`config.mk`:
```
export PLATFORM = sky130hd
export DESIGN_NAME = apb_mem_bridge_flat
export DESIGN_NICKNAME = d
export VERILOG_FILES = /design/src/rtl/apb_mem_bridge_pkg.sv /design/src/rtl/apb_mem_bridge_if.sv /design/src/rtl/apb_mem_bridge_timeout_cnt.sv /design/src/rtl/apb_mem_bridge.sv /design/src/flat_wrapper.sv
export SDC_FILE = /design/constraint.sdc
export NUM_CORES = 1
export LEC_CHECK = 0
export ABC_AREA = 1
export BUFFER_PORTS_ARGS = -buffer_cell sky130_fd_sc_hd__buf_4
export CAP_MARGIN = 20
export CORE_MARGIN = 4
export CORE_UTILIZATION = 51
export DETAILED_ROUTE_END_ITERATION = 7
export PLACE_DENSITY = 0.84
export SLEW_MARGIN = 20
export SYNTH_ARGS = -nofsm -noshare
export SYNTH_HDL_FRONTEND = slang
export SYNTH_SLANG_ARGS = --single-unit
```
`constraint.sdc`:
```
create_clock -name clk -period 3.6 [get_ports clk]
set_input_delay 0.72 -clock clk [delete_from_list [all_inputs] [get_ports clk]]
set_output_delay 0.72 -clock clk [all_outputs]
set_load 0.005 [all_outputs]
```
`src/rtl/apb_mem_bridge_pkg.sv`:
```
// Shared encodings for the APB-to-memory-port bridge: FSM states, APB
// response codes and the address-window helper used by the top level.
package apb_mem_pkg;

    typedef logic [1:0] state_t;

    localparam state_t ST_IDLE  = 2'd0;
    localparam state_t ST_ISSUE = 2'd1;
    localparam state_t ST_RESP  = 2'd2;

    localparam logic RESP_OKAY   = 1'b0;
    localparam logic RESP_SLVERR = 1'b1;

    // Inclusive unsigned window test. Operands are widened to 64 bits so a
    // window starting at zero compares against a variable, not a constant.
    // lo > hi can never match, so such a window rejects every access.
    function automatic logic addr_in_window(input logic [63:0] addr,
                                            input logic [63:0] lo,
                                            input logic [63:0] hi);
        return (addr >= lo) && (addr <= hi);
    endfunction

endpackage

```
`src/rtl/apb_mem_bridge_if.sv`:
```
// Bus bundle for the bridge: APB4 slave side plus the valid/ready memory
// port. slave = bridge view, master = APB master + memory target view.
interface apb_mem_bridge_if #(
    parameter int ADDR_W = 32,
    parameter int DATA_W = 32
);
    localparam int STRB_W = DATA_W / 8;

    logic [ADDR_W-1:0] io_apbOut_PADDR;
    logic              io_apbOut_PSEL;
    logic              io_apbOut_PENABLE;
    logic              io_apbOut_PWRITE;
    logic [DATA_W-1:0] io_apbOut_PWDATA;
    logic [STRB_W-1:0] io_apbOut_PSTRB;
    logic              io_apbOut_PREADY;
    logic [DATA_W-1:0] io_apbOut_PRDATA;
    logic              io_apbOut_PSLVERROR;

    logic              mem_valid;
    logic              mem_ready;
    logic [ADDR_W-1:0] mem_addr;
    logic [DATA_W-1:0] mem_wdata;
    logic [STRB_W-1:0] mem_wstrb;
    logic [DATA_W-1:0] mem_rdata;

    modport slave (
        input  io_apbOut_PADDR, io_apbOut_PSEL, io_apbOut_PENABLE,
               io_apbOut_PWRITE, io_apbOut_PWDATA, io_apbOut_PSTRB,
               mem_ready, mem_rdata,
        output io_apbOut_PREADY, io_apbOut_PRDATA, io_apbOut_PSLVERROR,
               mem_valid, mem_addr, mem_wdata, mem_wstrb
    );

    modport master (
        output io_apbOut_PADDR, io_apbOut_PSEL, io_apbOut_PENABLE,
               io_apbOut_PWRITE, io_apbOut_PWDATA, io_apbOut_PSTRB,
               mem_ready, mem_rdata,
        input  io_apbOut_PREADY, io_apbOut_PRDATA, io_apbOut_PSLVERROR,
               mem_valid, mem_addr, mem_wdata, mem_wstrb
    );

endinterface

```
`src/rtl/apb_mem_bridge_timeout_cnt.sv`:
```
// Ready-wait watchdog. Counts cycles while run is high; expired flags the
// cycle in which the count has reached TIMEOUT-1 and the target is still
// not ready. TIMEOUT=0 removes the watchdog entirely.
module bridge_timeout_cnt #(
    parameter int TO_W    = 16,
    parameter int TIMEOUT = 256
) (
    input  logic clk,
    input  logic reset,
    input  logic run,
    input  logic clear,
    output logic expired
);

    if (TIMEOUT == 0) begin : g_off
        logic unused_in;
        assign unused_in = ^{clk, reset, run, clear};
        assign expired   = 1'b0;
    end else begin : g_on
        logic [TO_W-1:0] cnt;

        // Wait counter: cleared outside the issue phase, advances per stalled cycle
        always_ff @(posedge clk) begin
            if (reset || clear) begin
                cnt <= '0;
            end else if (run) begin
                cnt <= cnt + 1'b1;
            end
        end

        assign expired = run && (cnt == TO_W'(TIMEOUT - 1));
    end

endmodule

```
`src/rtl/apb_mem_bridge.sv`:
```
// APB4 slave to valid/ready memory-port bridge. One outstanding transfer:
// the setup phase is latched in IDLE, the request is held in ISSUE until the
// target responds or the watchdog fires, and RESP returns a registered
// PREADY/PSLVERR/PRDATA for a single cycle.
module apb_mem_bridge
    import apb_mem_pkg::*;
#(
    parameter int              ADDR_W      = 32,
    parameter int              DATA_W      = 32,
    parameter logic [ADDR_W-1:0] ADDR_LO   = '0,
    parameter logic [ADDR_W-1:0] ADDR_HI   = '1,
    parameter bit              ALIGN_CHECK = 1'b1,
    parameter bit              USE_PSTRB   = 1'b1,
    parameter int              TO_W        = 16,
    parameter int              TIMEOUT     = 256
) (
    input  logic             clk,
    input  logic             reset,
    apb_mem_bridge_if.slave  bus
);

    localparam int STRB_W = DATA_W / 8;
    localparam int AL_W   = $clog2(STRB_W);

    state_t            state;
    logic              mem_valid_q;
    logic [ADDR_W-1:0] addr_q;
    logic [DATA_W-1:0] wdata_q;
    logic [STRB_W-1:0] wstrb_q;
    logic              wr_q;
    logic              pready_q;
    logic              pslverr_q;
    logic [DATA_W-1:0] prdata_q;

    logic              setup;
    logic              misaligned;
    logic              addr_ok;
    logic [STRB_W-1:0] setup_strb;
    logic              to_run;
    logic              to_clear;
    logic              to_expired;

    // A setup phase is PSEL without PENABLE; an access phase alone is ignored
    assign setup = bus.io_apbOut_PSEL && !bus.io_apbOut_PENABLE;

    if (ALIGN_CHECK && (AL_W > 0)) begin : g_align
        assign misaligned = |bus.io_apbOut_PADDR[AL_W-1:0];
    end else begin : g_noalign
        assign misaligned = 1'b0;
    end

    assign addr_ok = addr_in_window(64'(bus.io_apbOut_PADDR), 64'(ADDR_LO), 64'(ADDR_HI))
                     && !misaligned;

    // Byte enables for the request; zero strobes mark a read on the mem side
    always_comb begin
        setup_strb = '0;
        if (bus.io_apbOut_PWRITE) begin
            setup_strb = USE_PSTRB ? bus.io_apbOut_PSTRB : '1;
        end
    end

    assign to_run   = (state == ST_ISSUE) && !bus.mem_ready;
    assign to_clear = (state != ST_ISSUE);

    bridge_timeout_cnt #(
        .TO_W    (TO_W),
        .TIMEOUT (TIMEOUT)
    ) u_timeout (
        .clk     (clk),
        .reset   (reset),
        .run     (to_run),
        .clear   (to_clear),
        .expired (to_expired)
    );

    // Transfer FSM with request registers and registered APB response
    always_ff @(posedge clk) begin
        if (reset) begin
            state       <= ST_IDLE;
            mem_valid_q <= 1'b0;
            addr_q      <= '0;
            wdata_q     <= '0;
            wstrb_q     <= '0;
            wr_q        <= 1'b0;
            pready_q    <= 1'b0;
            pslverr_q   <= RESP_OKAY;
            prdata_q    <= '0;
        end else begin
            pready_q  <= 1'b0;
            pslverr_q <= RESP_OKAY;
            case (state)
                ST_IDLE: begin
                    if (setup) begin
                        addr_q  <= bus.io_apbOut_PADDR;
                        wdata_q <= bus.io_apbOut_PWDATA;
                        wstrb_q <= setup_strb;
                        wr_q    <= bus.io_apbOut_PWRITE;
                        if (addr_ok) begin
                            mem_valid_q <= 1'b1;
                            state       <= ST_ISSUE;
                        end else begin
                            // Rejected locally: answer with zero wait states
                            pready_q  <= 1'b1;
                            pslverr_q <= RESP_SLVERR;
                            prdata_q  <= '0;
                            state     <= ST_RESP;
                        end
                    end
                end
                ST_ISSUE: begin
                    // Ready is tested first so it wins over a same-cycle timeout
                    if (bus.mem_ready) begin
                        mem_valid_q <= 1'b0;
                        pready_q    <= 1'b1;
                        pslverr_q   <= RESP_OKAY;
                        prdata_q    <= wr_q ? '0 : bus.mem_rdata;
                        state       <= ST_RESP;
                    end else if (to_expired) begin
                        mem_valid_q <= 1'b0;
                        pready_q    <= 1'b1;
                        pslverr_q   <= RESP_SLVERR;
                        prdata_q    <= '0;
                        state       <= ST_RESP;
                    end
                end
                ST_RESP: begin
                    state <= ST_IDLE;
                end
                default: begin
                    mem_valid_q <= 1'b0;
                    state       <= ST_IDLE;
                end
            endcase
        end
    end

    assign bus.mem_valid           = mem_valid_q;
    assign bus.mem_addr            = addr_q;
    assign bus.mem_wdata           = wdata_q;
    assign bus.mem_wstrb           = wstrb_q;
    assign bus.io_apbOut_PREADY    = pready_q;
    assign bus.io_apbOut_PSLVERROR = pslverr_q;
    assign bus.io_apbOut_PRDATA    = prdata_q;

endmodule

```
`src/flat_wrapper.sv`:
```
// flat-port wrapper written by rule: the top's interface ports become plain ports
module apb_mem_bridge_flat import apb_mem_pkg::*;
#(
    parameter int              ADDR_W      = 32,
    parameter int              DATA_W      = 32,
    parameter logic [ADDR_W-1:0] ADDR_LO   = '0,
    parameter logic [ADDR_W-1:0] ADDR_HI   = '1,
    parameter bit              ALIGN_CHECK = 1'b1,
    parameter bit              USE_PSTRB   = 1'b1,
    parameter int              TO_W        = 16,
    parameter int              TIMEOUT     = 256
)
  (clk, reset, bus_io_apbOut_PADDR, bus_io_apbOut_PSEL, bus_io_apbOut_PENABLE, bus_io_apbOut_PWRITE, bus_io_apbOut_PWDATA, bus_io_apbOut_PSTRB, bus_mem_ready, bus_mem_rdata, bus_io_apbOut_PREADY, bus_io_apbOut_PRDATA, bus_io_apbOut_PSLVERROR, bus_mem_valid, bus_mem_addr, bus_mem_wdata, bus_mem_wstrb);
  apb_mem_bridge_if #(.ADDR_W(ADDR_W), .DATA_W(DATA_W)) bus_i ();
  input  logic clk;
  input  logic reset;
  input wire logic [$bits(bus_i.io_apbOut_PADDR)-1:0] bus_io_apbOut_PADDR;
  input wire logic [$bits(bus_i.io_apbOut_PSEL)-1:0] bus_io_apbOut_PSEL;
  input wire logic [$bits(bus_i.io_apbOut_PENABLE)-1:0] bus_io_apbOut_PENABLE;
  input wire logic [$bits(bus_i.io_apbOut_PWRITE)-1:0] bus_io_apbOut_PWRITE;
  input wire logic [$bits(bus_i.io_apbOut_PWDATA)-1:0] bus_io_apbOut_PWDATA;
  input wire logic [$bits(bus_i.io_apbOut_PSTRB)-1:0] bus_io_apbOut_PSTRB;
  input wire logic [$bits(bus_i.mem_ready)-1:0] bus_mem_ready;
  input wire logic [$bits(bus_i.mem_rdata)-1:0] bus_mem_rdata;
  output wire logic [$bits(bus_i.io_apbOut_PREADY)-1:0] bus_io_apbOut_PREADY;
  output wire logic [$bits(bus_i.io_apbOut_PRDATA)-1:0] bus_io_apbOut_PRDATA;
  output wire logic [$bits(bus_i.io_apbOut_PSLVERROR)-1:0] bus_io_apbOut_PSLVERROR;
  output wire logic [$bits(bus_i.mem_valid)-1:0] bus_mem_valid;
  output wire logic [$bits(bus_i.mem_addr)-1:0] bus_mem_addr;
  output wire logic [$bits(bus_i.mem_wdata)-1:0] bus_mem_wdata;
  output wire logic [$bits(bus_i.mem_wstrb)-1:0] bus_mem_wstrb;
  assign bus_i.io_apbOut_PADDR = bus_io_apbOut_PADDR;
  assign bus_i.io_apbOut_PSEL = bus_io_apbOut_PSEL;
  assign bus_i.io_apbOut_PENABLE = bus_io_apbOut_PENABLE;
  assign bus_i.io_apbOut_PWRITE = bus_io_apbOut_PWRITE;
  assign bus_i.io_apbOut_PWDATA = bus_io_apbOut_PWDATA;
  assign bus_i.io_apbOut_PSTRB = bus_io_apbOut_PSTRB;
  assign bus_i.mem_ready = bus_mem_ready;
  assign bus_i.mem_rdata = bus_mem_rdata;
  assign bus_io_apbOut_PREADY = bus_i.io_apbOut_PREADY;
  assign bus_io_apbOut_PRDATA = bus_i.io_apbOut_PRDATA;
  assign bus_io_apbOut_PSLVERROR = bus_i.io_apbOut_PSLVERROR;
  assign bus_mem_valid = bus_i.mem_valid;
  assign bus_mem_addr = bus_i.mem_addr;
  assign bus_mem_wdata = bus_i.mem_wdata;
  assign bus_mem_wstrb = bus_i.mem_wstrb;
  apb_mem_bridge #(.ADDR_W(ADDR_W), .DATA_W(DATA_W), .ADDR_LO(ADDR_LO), .ADDR_HI(ADDR_HI), .ALIGN_CHECK(ALIGN_CHECK), .USE_PSTRB(USE_PSTRB), .TO_W(TO_W), .TIMEOUT(TIMEOUT)) u_core (.clk(clk), .reset(reset), .bus(bus_i));
endmodule
```
==> impl_metrics.csv, run 1 <==
group,metric,value,unit
die,dieArea,11400,um2
cells_and_area,utilization,0.761,
detailed_routing,firstDrtPassIters,4,
min_path,holdPathStages,3,
timing,rsz0062_at_grt,"false",
timing,hold_viol_final,0,
timing,worst_pin_slew,0.871,ns
synth,postSynthCellCount,686,
synth,yosys_warnings,0,
synth,synth_top_family_by_area,"simple AND/OR/NAND/NOR gates",
grt,antenna_found_initial,0,
cells_and_area,final_area,7130,um2
setup_path,path_class,"flip-flop to flip-flop",
die,fp.dieW,107,um
synth,avgSynthCellArea,7.26,um2
detailed_routing,wirelength,14300,um
die,initial_core_util,0.532,
clocking,clkSlewWorstSetupHoldPaths,0.06,ns
setup_path,worstRegToRegCells,9,
detailed_routing,drt_iter0_drc,253,
pwr,finalPower,3.77,mW
synth,synth_xor_area_frac,0,
timing,clock.fmax,467,MHz
cells_and_area,drive_above_1_share,0.317,
timing,setup_viol,0,
synth,synth_area,4980,um2
timing,maxSlewHeadroom,0.419,
place,port_buffers,208,
timing,fin_tns_setup,0,ns
clocking,cts.sink_count,122,
place,gp_congestion,0.787,
synth,synth-compound-area-share,0.0912,
grt,grt_max_degree,98,
detailed_routing,drc,0,
grt,grt_pass1_wl,23000,um
pwr,power.internal,2.83,mW
timing,slew_viol_final,0,
pwr,swShare,0.249,
flow_run,maxCapViolations,0,
cells_and_area,syn2layout_area_growth,43.2,%
synth,synth.distinct_cells,25,
place,placed_area,6520,um2
setup_path,critPathLaunchType,"flip-flop",
cells_and_area,nNetsFinal,985,
detailed_routing,dr_total_vias,5084,
clocking,cts_max_level,4,
setup_path,cp-end-kind,"flip-flop",
cells_and_area,mostFrequentLayoutCells,"buf_4 (211), nor2_1 (206), dfxtp_1 (122)",
detailed_routing,routed_via_density,4.99,
pwr,clkPwrFrac,0.463,
place,dp_hpwl,9910,um
setup_path,critical_path_arrival,2.57,ns
detailed_routing,postRouteAntennaNets,0,
timing,finalClockSkew,0.0119,ns
grt,grt_pass1_vias,4958,
timing,finalCritPeriodShare,0.595,
pwr,power_frac_comb,0.140,
clocking,cts_hold_buf,0,
clocking,clk-insertion-delay-late,0.51,ns
setup_path,cp_max_fo,30,
pwr,p_per_area,529,nW/um2
synth,synthMuxAreaShare,0,
pwr,p_seq_frac,0.397,
die,io_pins,209,
grt,overflow,0,
clocking,numCtsBuffers,17,
cells_and_area,final_common_cell,"buf_4",
synth,synth_fa_ha_area_frac,0.00251,
clocking,cts_buffer_depth,2,
die,std_cell_rows,35,
clocking,cts_setup_buffers,0,
synth,seq_area_frac_synth,0.490,
min_path,min_path_type,"primary input to flip-flop",
cells_and_area,fillers,736,
grt,globalRouteTotalUtil,0.247,
pwr,ir_drop,354,uV
cells_and_area,antenna_cells,0,
clocking,tritoncts,"done",
timing,period_needed,2.14,ns
detailed_routing,wl_per_cell,14.1,um
status,status,"complete, no violations",
clocking,clockRootBuffer,"clkbuf_8",
pwr,p_leak,3.41,nW
pwr,power_switching,941,uW
clocking,cts-resized-gates,0,
cells_and_area,stdcell_count,1019,
place,place_inst,988,
synth,syn-num-nets,793,
setup_path,cp.required,4.03,ns
synth,ys_ff_latch,122,
synth,yosys.area_share.simple,0.344,
die,core,9370,um2
die,die_height,107,um
==> critical path, cell delays in order, from the launching register on <==
cell and delay (ns):
dfxtp_1 0.39, ha_1 0.21, nand3_1 0.14, nor2_1 0.19, nand2_1 0.11, nand2_2 0.45, nand3_4 0.28, nand2_1 0.12
nand2_1 0.05, nor2_1 0.12
==> Yosys cell counts <==
master,instances,area (um2)
nor2_4,4,45.0
ha_1,1,12.5
nand3_1,10,50.1
nand2_4,2,22.5
nand3_4,1,17.5
inv_2,5,18.8
nor2_2,21,131
o21ai_1,2,10.0
nand2_2,4,25.0
nor3_4,1,16.3
or2_4,1,8.76
dfxtp_1,122,2440
o21ai_0,70,350
nor3b_1,1,7.51
buf_6,5,56.3
clkbuf_1,16,60.1
nand4_1,30,188
inv_1,35,131
buf_4,2,15.0
nand2_1,112,420
a311oi_1,1,8.76
a21oi_1,17,85.1
nor2_1,206,773
nor3_1,2,10.0
buf_2,15,75.1
==> stage by stage <==
stage	worst slack (ns)	hold WS, ns
floorplan	1.95	0.440
detailed placement	1.16	0.458
CTS	1.46	0.419
global placement	1.25	0.452
global route	1.23	0.423
finish	1.46	0.434
==> flip-flops by register name, indices dropped and copies added, names as in the netlist <==
name,cells
u_core.bus.mem_wdata,32
u_core.bus.io_apbOut_PSLVERROR,1
u_core.bus.mem_valid,1
u_core.bus.io_apbOut_PRDATA,32
u_core.state,2
u_core.wr_q,1
u_core.bus.mem_wstrb,4
u_core.u_timeout.g_on.cnt,16
u_core.bus.io_apbOut_PREADY,1
u_core.bus.mem_addr,32
==> power groups by stage <==
stage / Sequential, mW / Combinational [mW] / Clock (mW)
after CTS: 1.50 / 0.532 / 1.76
final: 1.50 / 0.528 / 1.75
after floorplan: 1.53 / 0.247 / 0
after detailed placement: 1.52 / 0.529 / 0
after global routing: 1.51 / 0.588 / 1.82
after global placement: 1.52 / 0.513 / 0
==> logic make-up after synthesis <==
family                     after synthesis
and+or+nand+nor                        395
DFF                                    122
buffers and inverters                   78
adders and majority gates                1
AOI/OAI and AO/OA                       90
==> layer usage <==
layer	track usage	up-vias	routed length (um)
li1	-	2558	-
met1	0.289	2323	5780
met2	0.419	183	7020
met3	0.0957	20	1320
met4	0.0776	0	225
met5	0	-	0
==> layout make-up <==
class                   instances  area (um2)  share of cell area
clock buffers                  17         414              0.0580
flip-flops and latches        122        2440               0.342
clock inverters                14         199              0.0279
well taps                     129         161              0.0226
inverters                      40         151              0.0212
multi-input cells             486        2180               0.306
repair buffers                211        1580               0.222
==> final timing paths <==
| check | from | end | slack, ns |
|---|---|---|---|
| min | bus_io_apbOut_PADDR[6] | u_core.bus.mem_addr[6]$_SDFFE_PP0P_ | 0.43 |
| min reg2reg | u_core.wr_q$_SDFFE_PP0P_ | u_core.wr_q$_SDFFE_PP0P_ | 0.47 |
| max | u_core.u_timeout.g_on.cnt[0]$_SDFFE_PP0P_ | u_core.bus.io_apbOut_PRDATA[25]$_SDFFE_PP0P_ | 1.46 |
| max reg2reg | u_core.u_timeout.g_on.cnt[0]$_SDFFE_PP0P_ | u_core.bus.io_apbOut_PRDATA[25]$_SDFFE_PP0P_ | 1.46 |
(Power assumes the default switching activity.)
==> inputs of run 2 (changes only) <==
CORE_UTILIZATION = 48   (was 51)
PLACE_DENSITY = 0.8   (was 0.84)
clock period = 2.1 ns   (was 3.6 ns; I/O delays follow)
==> run 2 against run 1 <==
  * Hold slack worse by 0.31 ns
  * Clock power is 74% higher
  * Worst setup slack worse by 1.2 ns
  * Count of clock-buffer cells in the layout is 5 higher
  * Sequential power is 71% higher
  * Clock skew is 0.0050 ns lower
  * Via count is 0.75% higher
  * Flip-flop and latch count stayed put
  * Largest power group unchanged
  * Highest routed layer unchanged
==> impl_metrics.csv, run 2 (synthesis results as in run 1) <==
group,metric,value,unit
detailed_routing,wl_met1,5650,um
pwr,swShare,0.234,
die,dieArea,12100,um2
grt,globalRouteTotalUtil,0.241,
clocking,tritoncts,"done",
detailed_routing,routed_via_density,4.99,
detailed_routing,met3_length,1450,um
cells_and_area,fillers,775,
pwr,power.internal,5.00,mW
pwr,ir_drop,499,uV
pwr,p_seq_frac,0.394,
setup_path,critical_path_arrival,2.28,ns
setup_path,r2r-start,"u_core.u_timeout.g_on.cnt[0]$_SDFFE_PP0P_",
setup_path,critPathLaunch,"u_core.u_timeout.g_on.cnt[0]$_SDFFE_PP0P_",
timing,period_needed,1.87,ns
detailed_routing,drt_iter0_drc,310,
setup_path,cp-end-kind,"flip-flop",
detailed_routing,top_layer,"met4",
die,core,9950,um2
grt,grt_max_degree,81,
cells_and_area,mostFrequentLayoutCells,"buf_4 (212), nor2_1 (206), dfxtp_1 (122)",
place,pre_cts_ws,0.167,ns
setup_path,cp_max_fo,15,
die,die_height,110,um
clocking,clkSlewWorstSetupHoldPaths,0.06,ns
timing,setup_ws,0.229,ns
clocking,numCtsBuffers,17,
setup_path,critical_path_buf_inv_count,1,
die,fp.dieW,110,um
die,initial_core_util,0.500,
timing,rsz0062_at_grt,"false",
clocking,cts_max_level,4,
setup_path,cpLargestDelayFamily,"simple AND/OR/NAND/NOR gates",
die,io_pins,209,
pwr,power_frac_comb,0.139,
place,port_buffers,208,
cells_and_area,final_common_cell,"buf_4",
cells_and_area,multiInputGateArea,2180,um2
timing,finalClockSkew,0.00688,ns
setup_path,cp_cell_sequence,"ha_1, nand3_1, nor2_1, nand2_1, nand2_2, buf_4, nand4_1, nand2_1, nor2_2",
clocking,clockRootBuffer,"clkbuf_8",
clocking,cts_setup_buffers,0,
setup_path,path_class,"flip-flop to flip-flop",
clocking,cts-resized-gates,0,
clocking,cts_hold_buf,0,
setup_path,critPathLaunchType,"flip-flop",
timing,hold_viol_final,0,
clocking,cts.sink_count,122,
cells_and_area,seqCellArea,2440,um2
detailed_routing,postRouteAntennaNets,0,
pwr,clkPwrFrac,0.467,
pwr,power_switching,1.52,mW
place,dp_hpwl,10100,um
pwr,p_per_area,908,nW/um2
cells_and_area,stdcell_count,1026,
setup_path,critical_path.max_stage_delay,0.37,ns
die,std_cell_rows,36,
grt,grt_pass1_vias,5005,
cells_and_area,nNetsFinal,988,
clocking,clk-insertion-delay-late,0.52,ns
flow_run,maxCapViolations,0,
timing,slew_viol_final,0,
cells_and_area,antenna_cells,0,
setup_path,cp_slowest_cell,"dfxtp_1",
timing,finalCritPeriodShare,0.891,
detailed_routing,wirelength,14500,um
cells_and_area,syn2layout_area_growth,44.3,%
status,status,"complete, no violations",
place,place_inst,995,
min_path,min_path_type,"primary input to flip-flop",
grt,grt_pass1_wl,23000,um
pwr,p_leak,3.45,nW
cells_and_area,drive_above_1_share,0.315,
detailed_routing,wl_per_cell,14.2,um
timing,setup_viol,0,
timing,fin_tns_setup,0,ns
timing,worst_pin_slew,0.857,ns
min_path,min_from,"bus_io_apbOut_PWDATA[15]",
detailed_routing,drc,0,
place,gp_congestion,0.816,
detailed_routing,dr_total_vias,5122,
clocking,cts_buffer_depth,2,
timing,maxSlewHeadroom,0.428,
grt,overflow,0,
grt,antenna_found_initial,0,
detailed_routing,firstDrtPassIters,5,
detailed_routing,dr_wl_met2,7130,um
timing,clock.fmax,534,MHz
setup_path,cp.required,2.51,ns
setup_path,cp_common_cell,"nand2_1",
-- run 2: final timing paths --
path,endpoint,depth (start not counted),slack [ns]
worst max-delay path,u_core.bus.io_apbOut_PRDATA[9]$_SDFFE_PP0P_,9,0.23
worst min-delay path,u_core.bus.mem_wdata[15]$_SDFFE_PP0P_,3,0.12
worst max register to register,u_core.bus.io_apbOut_PRDATA[9]$_SDFFE_PP0P_,9,0.23
worst min register to register,u_core.bus.mem_wstrb[2]$_SDFFE_PP0P_,2,0.47
-- run 2: per-layer routing --
layer | vias to the layer above | GRT usage
li1 | 2559 | -
met1 | 2320 | 0.275
met2 | 215 | 0.401
met3 | 28 | 0.0975
met4 | 0 | 0.0980
met5 | - | 0
-- run 2: worst reg2reg max path: cells and delay by family, from the launching register on --
family / cells / cell delay [ns]
and+or+nand+nor: 7 / 0.97
buffers and inverters: 1 / 0.22
DFF: 1 / 0.37
adders and majority gates: 1 / 0.21
-- run 2: through the flow --
stage / hold slack (ns) / util / power (mW) / cell area, um2
after floorplan: 0.440 / - / 3.04 / 4980
after global routing: 0.111 / 0.722 / 6.78 / 7190
final: 0.123 / 0.722 / 6.52 / 7190
after global placement: 0.453 / 0.660 / 3.49 / 6570
after CTS: 0.107 / 0.722 / 6.57 / 7190
after detailed placement: 0.459 / 0.660 / 3.52 / 6570
-- run 2: cell type report --
cell class / instances / area share
clock buffers: 22 / 0.0616
clock inverters: 9 / 0.0237
inverters: 40 / 0.0211
multi-input cells: 486 / 0.304
flip-flops and latches: 122 / 0.340
well taps: 133 / 0.0232
repair buffers: 214 / 0.227
-- run 2: power groups by stage --
stage | clock, mW | sequential (mW) | combinational (mW)
2_1_floorplan | 0 | 2.62 | 0.424
6_report | 3.05 | 2.57 | 0.909
5_1_grt | 3.18 | 2.59 | 1.01
3_5_place_dp | 0 | 2.61 | 0.914
3_3_place_gp | 0 | 2.61 | 0.889
4_1_cts | 3.08 | 2.57 | 0.918
